## config.mk

```make
export PLATFORM = sky130hd
export DESIGN_NAME = t_toggle_rx_flat
export DESIGN_NICKNAME = d
export VERILOG_FILES = /design/src/rtl/t_toggle_rx_if.sv /design/src/rtl/t_toggle_rx.sv /design/src/flat_wrapper.sv
export SDC_FILE = /design/constraint.sdc
export NUM_CORES = 1
export LEC_CHECK = 0
export ABC_AREA = 1
export BUFFER_PORTS_ARGS = -buffer_cell sky130_fd_sc_hd__buf_2
export CORE_MARGIN = 5
export CORE_UTILIZATION = 50
export CTS_BUF_LIST = sky130_fd_sc_hd__clkbuf_16
export CTS_CLUSTER_DIAMETER = 200
export DETAILED_ROUTE_END_ITERATION = 10
export GPL_ROUTABILITY_DRIVEN = 0
export HOLD_SLACK_MARGIN = 0.08
export PLACE_DENSITY = 0.8
export RECOVER_POWER = 100
export SKIP_LAST_GASP = 1
export SYNTH_ARGS = -nofsm -noshare
export SYNTH_HDL_FRONTEND = slang
export SYNTH_SLANG_ARGS = --single-unit
```

## constraint.sdc

```tcl
create_clock -name clk -period 1.75 [get_ports clk]
set_input_delay 0.175 -clock clk [delete_from_list [all_inputs] [get_ports clk]]
set_output_delay 0.175 -clock clk [all_outputs]
set_load 0.02 [all_outputs]
```

## src/rtl/t_toggle_rx_if.sv

```systemverilog
// Valid/ready event handshake between t_toggle_rx (master) and its consumer (slave).
interface t_toggle_rx_if;
  logic evt_valid;
  logic evt_ready;

  modport master (output evt_valid, input evt_ready);
  modport slave  (input evt_valid, output evt_ready);
endinterface

```

## src/rtl/t_toggle_rx.sv

```systemverilog
// Two-phase toggle receiver: synchronises T_in, counts level transitions as events and hands them out on valid/ready.
// Optional macro T_TOGGLE_RX_ACK_EN adds the Ack_out two-phase acknowledge toggle.
module t_toggle_rx #(
  parameter int SYNC_STAGES = 2,
  parameter int CNT_W       = 4
) (
  input  logic             clk,
  input  logic             rst,
  input  logic             En,
  input  logic             T_in,
  t_toggle_rx_if.master    evt,
  output logic [CNT_W-1:0] pending,
  output logic             overflow,
`ifdef T_TOGGLE_RX_ACK_EN
  output logic             Ack_out,
`endif
  output logic             Q_mirror
);

  localparam logic [CNT_W-1:0] CNT_ONE      = CNT_W'(1);
  localparam logic [CNT_W-1:0] CNT_MAX      = '1;
  localparam logic [CNT_W-1:0] CNT_NEARFULL = CNT_MAX - CNT_ONE;
  localparam logic             MAX_IS_ONE   = (CNT_MAX == CNT_ONE);

  typedef enum logic [1:0] {
    EMPTY = 2'd0,
    HOLD  = 2'd1,
    FULL  = 2'd2
  } state_t;

  state_t                 state;
  logic [SYNC_STAGES-1:0] sync;
  logic                   prev;
  logic                   edge_evt;
  logic                   evt_in;
  logic                   acc;

  always_ff @(posedge clk) begin
    if (rst) begin
      sync <= '0;
      prev <= 1'b0;
    end else begin
      sync <= {sync[SYNC_STAGES-2:0], T_in};
      prev <= sync[SYNC_STAGES-1];
    end
  end

  assign Q_mirror = sync[SYNC_STAGES-1];
  assign edge_evt = Q_mirror ^ prev;
  assign evt_in   = edge_evt & En;
  assign acc      = evt.evt_valid & evt.evt_ready;

  // A simultaneous capture and accept cancels out, so neither branch fires and nothing is dropped even when FULL.
  always_ff @(posedge clk) begin
    if (rst) begin
      state         <= EMPTY;
      pending       <= '0;
      overflow      <= 1'b0;
      evt.evt_valid <= 1'b0;
    end else begin
      case (state)
        EMPTY: begin
          if (evt_in && !acc) begin
            pending       <= CNT_ONE;
            evt.evt_valid <= 1'b1;
            state         <= MAX_IS_ONE ? FULL : HOLD;
          end
        end
        HOLD: begin
          if (evt_in && !acc) begin
            pending <= pending + CNT_ONE;
            if (pending == CNT_NEARFULL) state <= FULL;
          end else if (!evt_in && acc) begin
            pending <= pending - CNT_ONE;
            if (pending == CNT_ONE) begin
              state         <= EMPTY;
              evt.evt_valid <= 1'b0;
            end
          end
        end
        FULL: begin
          if (evt_in && !acc) begin
            overflow <= 1'b1;
          end else if (!evt_in && acc) begin
            pending       <= pending - CNT_ONE;
            state         <= MAX_IS_ONE ? EMPTY : HOLD;
            evt.evt_valid <= !MAX_IS_ONE;
          end
        end
        default: begin
          state         <= EMPTY;
          pending       <= '0;
          evt.evt_valid <= 1'b0;
        end
      endcase
    end
  end

`ifdef T_TOGGLE_RX_ACK_EN
  always_ff @(posedge clk) begin
    if (rst)      Ack_out <= 1'b0;
    else if (acc) Ack_out <= ~Ack_out;
  end
`endif

endmodule

```

## src/flat_wrapper.sv

```systemverilog
// flat-port wrapper written by rule: the top's interface ports become plain ports
module t_toggle_rx_flat 
#(
  parameter int SYNC_STAGES = 2,
  parameter int CNT_W       = 4
)
  (clk, rst, En, T_in, pending, overflow, Q_mirror, evt_evt_valid, evt_evt_ready);
  t_toggle_rx_if evt_i ();
  input  logic clk;
  input  logic rst;
  input  logic En;
  input  logic T_in;
  output logic [CNT_W-1:0] pending;
  output logic overflow;
  output logic Q_mirror;
  output wire logic [$bits(evt_i.evt_valid)-1:0] evt_evt_valid;
  input wire logic [$bits(evt_i.evt_ready)-1:0] evt_evt_ready;
  assign evt_evt_valid = evt_i.evt_valid;
  assign evt_i.evt_ready = evt_evt_ready;
  t_toggle_rx #(.SYNC_STAGES(SYNC_STAGES), .CNT_W(CNT_W)) u_core (.clk(clk), .rst(rst), .En(En), .T_in(T_in), .evt(evt_i), .pending(pending), .overflow(overflow), .Q_mirror(Q_mirror));
endmodule
```

==> metrics.cfg <==
[route]
num_vias=789
drc=0
antenna_left=0
drt_wl_total_mm=1.919
dr.pass1.iters=4
wl_per_cell_um=12.71
via_per_inst=5.225
drt_iter0_drc=18

[setup_path]
cp.required_ps=1890
crit_path_end_kind=flip-flop
crit_path_max_fanout=7
start_kind=flip-flop
path_class=reg -> reg
cp.arrival_ps=1670

[clocking]
cts_made_buffers=3
cts.sinks=11
cts_tree=built
path_clk_slew_ps=40
insertion_delay_ps=240
htree_levels=1
cts_resized=0
cts_hold_buffers=0
cts_max_path_buffers=2
post_cts_buffers=0
root_buffer=clkbuf_16

[pwr]
finalPower_mw=0.8771
vdd_drop_max_v=0.0007137
comb_power_share_pct=19.2
intPower_mw=0.6242
swShare_pct=28.83
sequentialPowerShare_pct=32.7
pwr-share-clk_pct=48.0
p_leak_nw=0.4792
powerDensity_nw_per_um2=926.0
p_switching_mw=0.2529

[timing]
final.setup_skew_ps=4.160
finalSetupViolCount=0
slew_headroom_pct=76.87
worst_slew_pin_slew_ps=345.7
min_period_over_period_pct=87.74
grt_setup_unrepaired=no
final.min_clock_period_ps=1535
drv_slew=0
finalHoldViolations=0
setup_tns_ps=0
max_freq_mhz=651.3

[synthesis]
yosys_warnings=0
synth_seq_area_share_pct=26.79
synth_cell_types=23
syn_area_um2=822.0
syn_inst=120
ys_seq_elements=11
synth_area_per_cell_um2=6.850
syn_nets=129

[outcome]
status=completed

[floorplanning]
start_util_pct=53.33
dieArea_um2=2555
core_um2=1541
rows=14
die_y_um=50.55
num_io_pins=12
die_w_um=50.55

[placed_design]
portBuffers=11
dpl.hpwl_mm=1.361
place_area_um2=897.1

[job]
cap_violations=0

[global_route]
grt-ovfl-total=0
grt_pass1_vias=737
grt_pass1_wl_mm=3.284
antenna_found_initial=0
grt_max_degree=9
grt.total_usage_pct=16.62

[layout]
nNetsFinal=145
synthToLayoutAreaGrowth_pct=15.22
fin_area_um2=947.2
diodes=0
layout-drive-gt1-share_pct=14.81

[min_path]
min_path_type=in -> reg

## power by group through the flow
stage	logic [mW]	clock network [mW]	registers [mW]
6_report	0.169	0.421	0.287
5_1_grt	0.188	0.441	0.290
4_1_cts	0.176	0.429	0.286
3_5_place_dp	0.172	0	0.291
3_3_place_gp	0.166	0	0.289
2_1_floorplan	0.117	0	0.302
## layout make-up
class	count	area, µm²
fill	138	594.3
multi-input combinational	87	498.0
sequential	11	220.2
inverter	22	85.08
clock buffer	3	75.07
timing repair buffer	11	45.04
tap	16	20.02
clock inverter	1	3.754
## layer usage
metal / vias to the layer above / track usage (%) / wire length [µm]
li1: 404 / - / -
met1: 352 / 21.71 / 859
met2: 26 / 23.97 / 884
met3: 7 / 4.734 / 119
met4: 0 / 9.787 / 56
met5: - / 0 / 0
## cells in the mapped netlist
| master | instances | area, µm² |
|---|---|---|
| o21ai_1 | 1 | 5.000 |
| dfxtp_1 | 11 | 220.2 |
| inv_2 | 1 | 3.750 |
| nor3_1 | 1 | 5.000 |
| a21oi_1 | 8 | 40.04 |
| inv_4 | 1 | 6.260 |
| xor2_1 | 3 | 26.28 |
| nand2_2 | 3 | 18.77 |
| nor2_2 | 3 | 18.77 |
| a21oi_2 | 1 | 8.760 |
| inv_1 | 19 | 71.32 |
| ha_1 | 4 | 50.05 |
| nand4_4 | 1 | 21.27 |
| nand4_1 | 1 | 6.260 |
| clkinv_1 | 1 | 3.750 |
| o21ai_0 | 1 | 5.000 |
| nand2_4 | 6 | 67.56 |
| nand3_2 | 3 | 30.03 |
| nor2_1 | 10 | 37.54 |
| nand3_1 | 11 | 55.05 |
| nand2_1 | 28 | 105.1 |
| o211ai_1 | 1 | 7.510 |
| xnor2_1 | 1 | 8.760 |
## metrics by stage
step	setup slack [ps]	instances	util (%)	hold slack (ps)
2_1_floorplan	301.4	120	-	244.1
3_3_place_gp	440.0	147	58.20	376.4
3_5_place_dp	339.3	147	58.20	393.8
4_1_cts	266.0	151	63.31	153.6
5_1_grt	96.02	151	61.44	173.4
6_report	214.6	151	61.44	148.2
## logic make-up after synthesis
| kind of cell | after synthesis | synth area share (%) |
|---|---|---|
| adder cells (fa/ha/maj) | 4 | 6.089 |
| buffers and inverters | 22 | 10.35 |
| XOR/XNOR | 4 | 4.263 |
| flip-flops | 11 | 26.79 |
| AO/OA/AOI/OAI | 12 | 8.067 |
| AND/OR/NAND/NOR | 67 | 44.44 |
## worst paths after layout
path | start | endpoint | slack [ps] | cells after the start
min reg2reg | u_core.sync[0] | u_core.sync[1] | 420 | 2
max | u_core.pending[0] | u_core.state[0] | 210 | 9
max reg2reg | u_core.pending[0] | u_core.state[0] | 210 | 9
min | T_in | u_core.sync[0] | 150 | 3
## flip-flops by register name (all words and copies together), names as in the netlist
name,count
u_core.pending,4
u_core.state,2
u_core.overflow,1
u_core.sync,2
u_core.evt.evt_valid,1
u_core.prev,1
## critical path, stage by stage (launching register included)
cell     delay (ps)
dfxtp_1         370
inv_1           190
ha_1            190
inv_1            50
nor2_1          140
nand3_1         100
nand3_1         110
nand4_1         130
nand2_1         110
inv_1            40
## cell usage in the layout, fill, tap and decap left out
| cell | Yosys | routed |
|---|---|---|
| o21ai_1 | 1 | 1 |
| clkinv_1 | 1 | 1 |
| inv_4 | 1 | 1 |
| nand4_4 | 1 | 1 |
| clkbuf_1 | 0 | 8 |
| dfxtp_1 | 11 | 11 |
| nand3_1 | 11 | 12 |
| o21ai_0 | 1 | 1 |
| xor2_1 | 3 | 3 |
| nor3_1 | 1 | 1 |
| buf_2 | 0 | 3 |
| o211ai_1 | 1 | 1 |
| nand4_1 | 1 | 1 |
| a21oi_1 | 8 | 9 |
| xnor2_1 | 1 | 1 |
| nand2_4 | 6 | 5 |
| nand2_1 | 28 | 28 |
| clkbuf_16 | 0 | 3 |
| nor2_2 | 3 | 1 |
| nor2_1 | 10 | 12 |
| nand3_2 | 3 | 2 |
| ha_1 | 4 | 4 |
| nand2_2 | 3 | 4 |
| inv_1 | 19 | 21 |
(Power assumes the default switching activity.)
